## src/rtl/n_digit_segment_display_pkg.sv

```systemverilog
// Shared types and segment encodings for the N-digit seven-segment driver.
// Patterns are active-low, bit order gfedcba.
package seg7_pkg;

  typedef logic [6:0] seg7_t;

  typedef enum logic [1:0] {
    ST_IDLE   = 2'd0,
    ST_SHIFT  = 2'd1,
    ST_UPDATE = 2'd2
  } disp_state_e;

  localparam seg7_t SEG_BLANK = 7'b1111111;
  localparam seg7_t SEG_MINUS = 7'b0111111;

  localparam seg7_t SEG_DIGIT [10] = '{
    7'b1000000, 7'b1111001, 7'b0100100, 7'b0110000, 7'b0011001,
    7'b0010010, 7'b0000010, 7'b1111000, 7'b0000000, 7'b0010000
  };

  // Non-decimal nibbles map to blank rather than a hex glyph.
  function automatic seg7_t bcd_to_seg7(input logic [3:0] nib);
    seg7_t seg;
    case (nib)
      4'd0:    seg = SEG_DIGIT[0];
      4'd1:    seg = SEG_DIGIT[1];
      4'd2:    seg = SEG_DIGIT[2];
      4'd3:    seg = SEG_DIGIT[3];
      4'd4:    seg = SEG_DIGIT[4];
      4'd5:    seg = SEG_DIGIT[5];
      4'd6:    seg = SEG_DIGIT[6];
      4'd7:    seg = SEG_DIGIT[7];
      4'd8:    seg = SEG_DIGIT[8];
      4'd9:    seg = SEG_DIGIT[9];
      default: seg = SEG_BLANK;
    endcase
    return seg;
  endfunction

endpackage

```

## src/rtl/n_digit_segment_display_if.sv

```systemverilog
// Value handshake between a producer and the display driver.
interface n_digit_segment_display_if #(
  parameter int VALUE_WIDTH = 16
) ();

  logic                   load;
  logic [VALUE_WIDTH-1:0] value;
  logic                   ready;

  modport master (output load, output value, input ready);
  modport slave  (input load, input value, output ready);

endinterface

```

## src/rtl/n_digit_segment_display_b2b.sv

```systemverilog
// Sequential double-dabble binary-to-BCD converter, one bit per cycle,
// with a sticky carry that flags magnitudes too large for the BCD register.
module bin_to_bcd_seq #(
  parameter int VALUE_WIDTH = 16,
  parameter int NUM_DIGITS  = 4
) (
  input  logic                    clk,
  input  logic                    rst,
  input  logic                    start,
  input  logic [VALUE_WIDTH-1:0]  bin,
  output logic                    busy,
  output logic                    done,
  output logic [NUM_DIGITS*4-1:0] bcd,
  output logic                    carry
);

  localparam int BW = NUM_DIGITS * 4;
  localparam int CW = $clog2(VALUE_WIDTH + 1);

  logic [CW-1:0]          cnt_q, cnt_d;
  logic [VALUE_WIDTH-1:0] bin_q, bin_d;
  logic [BW-1:0]          bcd_q, bcd_d;
  logic [BW-1:0]          bcd_adj;
  logic                   carry_q, carry_d;

  always_comb begin
    bcd_adj = bcd_q;
    for (int i = 0; i < NUM_DIGITS; i++) begin
      if (bcd_q[4*i +: 4] >= 4'd5) begin
        bcd_adj[4*i +: 4] = bcd_q[4*i +: 4] + 4'd3;
      end
    end
  end

  always_comb begin
    cnt_d   = cnt_q;
    bin_d   = bin_q;
    bcd_d   = bcd_q;
    carry_d = carry_q;
    if (start) begin
      cnt_d   = CW'(VALUE_WIDTH);
      bin_d   = bin;
      bcd_d   = '0;
      carry_d = 1'b0;
    end else if (cnt_q != '0) begin
      // The bit leaving the top nibble means the value needs another digit.
      {bcd_d, bin_d} = {bcd_adj[BW-2:0], bin_q, 1'b0};
      carry_d        = carry_q | bcd_adj[BW-1];
      cnt_d          = cnt_q - CW'(1);
    end
  end

  always_ff @(posedge clk) begin
    if (rst) begin
      cnt_q   <= '0;
      bin_q   <= '0;
      bcd_q   <= '0;
      carry_q <= 1'b0;
    end else begin
      cnt_q   <= cnt_d;
      bin_q   <= bin_d;
      bcd_q   <= bcd_d;
      carry_q <= carry_d;
    end
  end

  assign busy  = (cnt_q != '0);
  assign done  = (cnt_q == CW'(1));
  assign bcd   = bcd_q;
  assign carry = carry_q;

endmodule

```

## src/rtl/n_digit_segment_display.sv

```systemverilog
// N-digit decimal driver for active-low seven-segment displays: handshake,
// sign handling, leading-zero blanking, minus placement and registered HEX.
module n_digit_segment_display
  import seg7_pkg::*;
#(
  parameter int NUM_DIGITS    = 4,
  parameter int VALUE_WIDTH   = 16,
  parameter int SIGNED_MODE   = 0,
  parameter int BLANK_LEADING = 1
) (
  input  logic                     clk,
  input  logic                     rst,
  n_digit_segment_display_if.slave bus,
  output seg7_t [NUM_DIGITS-1:0]   HEX,
  output logic                     overflow
);

  localparam int BW = NUM_DIGITS * 4;
  localparam logic [VALUE_WIDTH-1:0] ONE = VALUE_WIDTH'(1);

  disp_state_e            state_q, state_d;
  logic                   sign_q, sign_d;
  seg7_t [NUM_DIGITS-1:0] hex_q, hex_d, hex_new;
  logic                   ovf_q, ovf_d, ovf_new;

  logic                   neg_in;
  logic [VALUE_WIDTH-1:0] mag_in;
  logic                   start;
  logic                   conv_busy;
  logic                   conv_done;
  logic                   conv_carry;
  logic [BW-1:0]          conv_bcd;
  int                     hi;

  // Negation at full width keeps the most negative value as 2^(W-1).
  assign neg_in = (SIGNED_MODE != 0) && bus.value[VALUE_WIDTH-1];
  assign mag_in = neg_in ? (~bus.value + ONE) : bus.value;

  bin_to_bcd_seq #(
    .VALUE_WIDTH (VALUE_WIDTH),
    .NUM_DIGITS  (NUM_DIGITS)
  ) u_b2b (
    .clk   (clk),
    .rst   (rst),
    .start (start),
    .bin   (mag_in),
    .busy  (conv_busy),
    .done  (conv_done),
    .bcd   (conv_bcd),
    .carry (conv_carry)
  );

  always_comb begin
    hi = 0;
    for (int i = 0; i < NUM_DIGITS; i++) begin
      if (conv_bcd[4*i +: 4] != 4'd0) hi = i;
    end
    // A negative value needs a free top digit to carry the minus glyph.
    ovf_new = conv_carry || (sign_q && (conv_bcd[BW-1 -: 4] != 4'd0));
    for (int i = 0; i < NUM_DIGITS; i++) begin
      hex_new[i] = bcd_to_seg7(conv_bcd[4*i +: 4]);
      if (ovf_new) begin
        hex_new[i] = SEG_MINUS;
      end else if (BLANK_LEADING != 0) begin
        if (i > hi) hex_new[i] = (sign_q && (i == hi + 1)) ? SEG_MINUS : SEG_BLANK;
      end else if (sign_q && (i == NUM_DIGITS - 1)) begin
        hex_new[i] = SEG_MINUS;
      end
    end
  end

  always_comb begin
    state_d   = state_q;
    sign_d    = sign_q;
    hex_d     = hex_q;
    ovf_d     = ovf_q;
    start     = 1'b0;
    bus.ready = 1'b0;
    case (state_q)
      ST_IDLE: begin
        bus.ready = 1'b1;
        if (bus.load) begin
          start   = 1'b1;
          sign_d  = neg_in;
          state_d = ST_SHIFT;
        end
      end
      ST_SHIFT: begin
        if (conv_done || !conv_busy) state_d = ST_UPDATE;
      end
      ST_UPDATE: begin
        hex_d   = hex_new;
        ovf_d   = ovf_new;
        state_d = ST_IDLE;
      end
      default: state_d = ST_IDLE;
    endcase
  end

  always_ff @(posedge clk) begin
    if (rst) begin
      state_q <= ST_IDLE;
      sign_q  <= 1'b0;
      hex_q   <= {NUM_DIGITS{SEG_BLANK}};
      ovf_q   <= 1'b0;
    end else begin
      state_q <= state_d;
      sign_q  <= sign_d;
      hex_q   <= hex_d;
      ovf_q   <= ovf_d;
    end
  end

  assign HEX      = hex_q;
  assign overflow = ovf_q;

endmodule

```

## src/flat_wrapper.sv

```systemverilog
// flat-port wrapper written by rule: the top's interface ports become plain ports
module n_digit_segment_display_flat import seg7_pkg::*;
#(
  parameter int NUM_DIGITS    = 4,
  parameter int VALUE_WIDTH   = 16,
  parameter int SIGNED_MODE   = 0,
  parameter int BLANK_LEADING = 1
)
  (clk, rst, HEX, overflow, bus_load, bus_value, bus_ready);
  n_digit_segment_display_if #(.VALUE_WIDTH(VALUE_WIDTH)) bus_i ();
  input  logic clk;
  input  logic rst;
  output seg7_t [NUM_DIGITS-1:0] HEX;
  output logic overflow;
  input wire logic [$bits(bus_i.load)-1:0] bus_load;
  input wire logic [$bits(bus_i.value)-1:0] bus_value;
  output wire logic [$bits(bus_i.ready)-1:0] bus_ready;
  assign bus_i.load = bus_load;
  assign bus_i.value = bus_value;
  assign bus_ready = bus_i.ready;
  n_digit_segment_display #(.NUM_DIGITS(NUM_DIGITS), .VALUE_WIDTH(VALUE_WIDTH), .SIGNED_MODE(SIGNED_MODE), .BLANK_LEADING(BLANK_LEADING)) u_core (.clk(clk), .rst(rst), .bus(bus_i), .HEX(HEX), .overflow(overflow));
endmodule
```

## config.mk

```make
export PLATFORM = sky130hd
export DESIGN_NAME = n_digit_segment_display_flat
export DESIGN_NICKNAME = d
export VERILOG_FILES = /design/src/rtl/n_digit_segment_display_pkg.sv /design/src/rtl/n_digit_segment_display_if.sv /design/src/rtl/n_digit_segment_display_b2b.sv /design/src/rtl/n_digit_segment_display.sv /design/src/flat_wrapper.sv
export SDC_FILE = /design/constraint.sdc
export NUM_CORES = 1
export LEC_CHECK = 0
export BUFFER_PORTS_ARGS = -buffer_cell sky130_fd_sc_hd__buf_4
export CORE_MARGIN = 2
export CORE_UTILIZATION = 30
export DETAILED_ROUTE_END_ITERATION = 10
export PLACE_DENSITY = 0.47
export SLEW_MARGIN = 20
export SYNTH_ARGS = -nofsm -noshare
export SYNTH_HDL_FRONTEND = slang
export SYNTH_SLANG_ARGS = --single-unit
```

## constraint.sdc

```tcl
create_clock -name clk -period 2.9 [get_ports clk]
set_input_delay 0.435 -clock clk [delete_from_list [all_inputs] [get_ports clk]]
set_output_delay 0.435 -clock clk [all_outputs]
set_load 0.01 [all_outputs]
```

## Yosys cells after proc, flatten, opt, wreduce, memory -nomap -nowiden

Memories as Yosys holds them, arrays and structs flattened. A register that Yosys moved wholly into a read port is not among the register bits.
Cells that the tools add are included.

| storage, ports and cells | value |
|---|---|
| bits in registers | 69 |
| bits in latches | 0 |
| bits in writable memories | 0 |
| memory bits (read-only) | 448 |
| input bits | 19 |
| output and inout bits | 30 |
| word-level logic and storage cells | 77 |
| memories kept | 4 |

| operators by class | value |
|---|---|
| add/sub/neg operators | 5 |
| $mul | 0 |
| div/mod/pow operators | 0 |
| $lt $le $gt $ge | 8 |
| equal/unequal tests | 5 |
| shifts and indexed selects | 0 |
| mux-type cells | 33 |
| bitwise gates (word level) | 1 |
| reductions and logical operators | 10 |

Memories:

| name | words | width | rd ports | clocked after Yosys merged registers in | wr ports | line | text |
|---|---|---|---|---|---|---|---|
| (name not given) | 16 | 7 | 1 | 1 | 0 | n_digit_segment_display_pkg.sv:24 | `case (nib)` |
| (name not given) | 16 | 7 | 1 | 1 | 0 | n_digit_segment_display_pkg.sv:24 |  |
| (name not given) | 16 | 7 | 1 | 1 | 0 | n_digit_segment_display_pkg.sv:24 |  |
| (name not given) | 16 | 7 | 1 | 1 | 0 | n_digit_segment_display_pkg.sv:24 |  |

Operators with widths:

| cell | number |
|---|---|
| $gt 3x32->1 const A | 2 |
| $mux 32 | 2 |
| $mux 7 | 8 |
| $mux 4 | 12 |
| $gt 1x32->1 const A | 1 |
| $gt 2x32->1 const A | 1 |
| $mux 16 | 2 |
| $add 4x2->4 const B | 4 |
| $ge 4x3->1 const B | 4 |
| $reduce_bool 4->1 | 3 |
| $mux 5 | 2 |
| $eq 5x1->1 const B | 1 |
| $reduce_bool 5->1 | 1 |
| $sub 5x1->5 const B | 1 |
| $mux 1 | 4 |
| $mux 2 | 2 |
| $pmux 2 s2 | 1 |
| $eq 2x1->1 const B | 1 |
| $eq 2x2->1 const B | 1 |
| $logic_not 2->1 | 1 |
| $ne 2x1->1 const B | 1 |
| $ne 2x2->1 const B | 1 |
| $reduce_and 2->1 | 1 |
| $reduce_bool 2->1 | 1 |
| other kinds (4) | 4 |

## Depth between registers and ports, before layout

| logic depth | value |
|---|---|
| depth after elaboration | 7 |
| mapped depth | 13 |
| depth with buffers taken out | 11 |

## Hierarchy

A second synthesis with hierarchy kept.

| unflattened totals | value |
|---|---|
| cell total of the unflattened synthesis | 461 |
| area total of the unflattened synthesis | 3,912.5 µm² |

By module, submodules not included:

| module | instances | cells an instance | area an instance (µm²) | sequential area each (µm²) |
|---|---|---|---|---|
| bin_to_bcd_seq | 1 | 218 | 1,963.1 | 760.7 |
| n_digit_segment_display | 1 | 243 | 1,949.4 | 620.6 |

## Worst setup path after synthesis

No wires, ideal clock.

| timing | value |
|---|---|
| kind | register to register |
| from | register u_core.u_b2b.cnt_q[0] |
| to | register (tool-made name) |
| library setup time | 0.138 ns |
| arrival | 2.346 ns |
| required time | 2.762 ns |
| slack | 0.417 ns |
| cell stages (with the launch flop) | 12 |
| path buffers | 2 |
| clock period less this slack | 2.483 ns |
| path through | dfxtp_1 > inv_1 > ha_1 > or4b_1 > buf_2 > buf_1 > nor2_1 > a21oi_1 > or2_2 > ha_1 > mux2i_1 > a22oi_1 |

RTL lines:

| item | line | text |
|---|---|---|
| from (decl) | n_digit_segment_display_b2b.sv:20 | `logic [CW-1:0] cnt_q, cnt_d;` |
| from (signal assigned) | n_digit_segment_display_b2b.sv:60 | `cnt_q <= cnt_d;` |

==> run metrics <==
maximum vdd ir drop between 0.0003 and 0.0004 V; FF-to-FF Start u_core.u_b2b.cnt_q[0]; hold_buf cts 0; TritonCTS clock tree built; clock sinks 97; RSZ-0062 raised after global routing false; Area Overhead vs Synth 18.0%; Final min period ~2.6 ns; diode count 0; Crit. Startpoint u_core.u_b2b.cnt_q[0]; synth cell count leaders dfxtp_1, nand2_1, nor2_1; Gate power share 39.6%; top cell type's share of synthesized area 40.6%; Ys Warns 0; port bufs 48; Syn Nets 623; post-CTS setup buffers 0; I/O pins 49; die area 17000 um^2; Slew Viols, Final 0; Slew @ Worst Pin around 0.60 ns; leakage power 2.21 nW; Data required, critical path 3.12 ns; Max transition margin 59.8%; H-Tree Depth 3; Clock transition at path regs 0.07 ns; NetSw 1.87 mW; asr flop ratio synth 0%; WL per Instance 13.5 um; Fin. Hold Viols 0; Tot Pwr 4.94 mW; Yosys reg bits between 90 and 100; global-route wire length before repair 18400 um; worst path arrival time around 2.9 ns; largest net degree at the start of global routing 32; Antenna Nets Post-Route 0; Area contributors post-synth dfxtp_1, ha_1, nand2_1, nor2_1, a21oi_1; syn avg cell area about 8.4 um^2; Worst-Skew Late Latency 0.35 ns; sequential area share after synthesis 40.6%; DPL Wire Length a little under 8000 um; synth unique cells 49; CTS resizes 0; deepest clock path buffer count 2; Clock power frac between 20 and 25%; Die Wd 130 um; drt via density just under 5; f_max about 380 MHz; worst min-delay path class in -> reg; area leader, netlist dfxtp_1; Row Count 46; internal power 3.07 mW; antenna violations before repair 0; most frequent cell after synthesis dfxtp_1; Initial Util 30.5%; GP Congestion 0.788; clk_skew 0.0121 ns; DR iter-0 viols 218; Post-Syn Area about 4800 um^2; crit end category register; root buffer cell clkbuf_16; ys flop type dfxtp_1; Final period util 90.9%; flop2flop setup slack approximately 0.26 ns; ratio of cells with drive above 1 in the final layout around 14%; max_cap viols 0; Via Count ~4.0k; gr usage total 13.8%; WS Path Type reg -> reg; residual DRC count 0; Crit Path Max Fanout 13; # setup viols final 0; core area 15700 um^2; pwr/cell area 875 nW/um^2; Flop pwr share between 30% and 40%; setup TNS 0 ns; Nets 653; EDFF count, synth 0; grt ovf 0; Net Sw Frac 37.9%; outcome finished clean; Die H 130 um; crit start category register; vias in the first global route 3709; TritonRoute pass-1 iters 4; worst r2r path cells 10; Cells after Synth 573; TritonCTS buffer count 9; Total Wirelength 11100 um
final cells by class:
class | count | area, um^2
fill | 1635 | 10100
multi-input combinational | 409 | 2590
sequential | 97 | 1940
timing repair buffer | 61 | 458
tap | 216 | 270
clock buffer | 13 | 260
inverter | 25 | 93.8
clock inverter | 2 | 37.5
worst max-delay path, stage by stage, from the launching register on:
cell     delay, ns
dfxtp_1       0.33
inv_1         0.11
ha_1          0.22
or4b_1        0.54
buf_4         0.23
nor2_1        0.16
a21oi_1       0.12
or2_2         0.33
ha_1          0.22
mux2i_1       0.15
a22oi_1       0.08
worst min path at each step:
| stage | cells past startpoint | startpoint | to | slack, ns |
|---|---|---|---|---|
| 6_report | 3 | bus_value[0] | u_core.u_b2b.bin_q[0] | 0.35 |
| 5_1_grt | 3 | bus_value[0] | u_core.u_b2b.bin_q[0] | 0.35 |
| 4_1_cts | 3 | bus_value[0] | u_core.u_b2b.bin_q[0] | 0.34 |
| 3_5_place_dp | 2 | register | u_core.HEX[12] | 0.43 |
| 3_3_place_gp | 2 | register | u_core.HEX[9] | 0.42 |
| 2_1_floorplan | 2 | register | u_core.HEX[10] | 0.42 |
layer usage:
layer | up-vias | track usage, % | routed length (um) | share of wire, %
met3 | 8 | 3.24 | 462 | 4.2
met4 | 0 | 5.76 | 130 | 1.2
met2 | 59 | 21.8 | 5130 | 46
li1 | 2066 | - | - | -
met5 | - | 0 | 0 | 0
met1 | 1828 | 18.1 | 5380 | 48
cells by family (layout without fill, tap and decap cells):
logic type,after synthesis,after routing,synth area share (%)
and+or+nand+nor,222,222,22.4
buffers and inverters,67,101,5.62
DFF,97,97,40.6
adders and majority gates,31,31,8.10
xor gates and xnor gates,13,13,2.38
muxes,10,10,2.12
AOI/OAI and AO/OA,133,133,18.9
power by group through the flow:
stage	registers (mW)	clock network (mW)	logic (mW)
after floorplan	1.76	0	1.44
after global placement	1.80	0	1.96
after detailed placement	1.80	0	1.98
after CTS	1.78	1.25	1.99
after global routing	1.81	1.32	2.23
final	1.78	1.21	1.96
placed cells by master, fill, tap and decap left out, types with 2 or more instances in the layout:
cell type / count
nor4_1: 3
inv_1: 25
a21oi_1: 28
a211oi_2: 4
a211oi_1: 12
nor2b_1: 4
clkbuf_16: 9
nor3b_1: 7
clkbuf_8: 2
a22oi_1: 7
a21o_1: 6
mux2i_1: 9
o31ai_1: 4
o21ai_0: 24
a31oi_1: 3
nand3_1: 7
xnor2_1: 12
dfxtp_1: 97
ha_1: 31
nand2b_1: 13
a311oi_1: 16
nand4_1: 4
and3b_1: 4
clkbuf_1: 2
and2_1: 3
or4_1: 3
o22ai_1: 22
nand2_1: 76
buf_4: 61
nand3b_1: 3
nor2_1: 56
or2_2: 4
nor3_1: 27
through the flow:
step           setup WS [ns]  util, %  cell area, um^2  cells  hold slack (ns)
6_report               0.263     36.0             5650    823            0.349
5_1_grt               0.0160     36.0             5650    823            0.346
4_1_cts                0.270     36.0             5650    823            0.336
3_5_place_dp           0.284     34.1             5350    808            0.429
3_3_place_gp           0.270     34.1             5350    808            0.420
2_1_floorplan          0.417        -             4790    573            0.418
No activity file was read; power rests on OpenSTA's default activity.
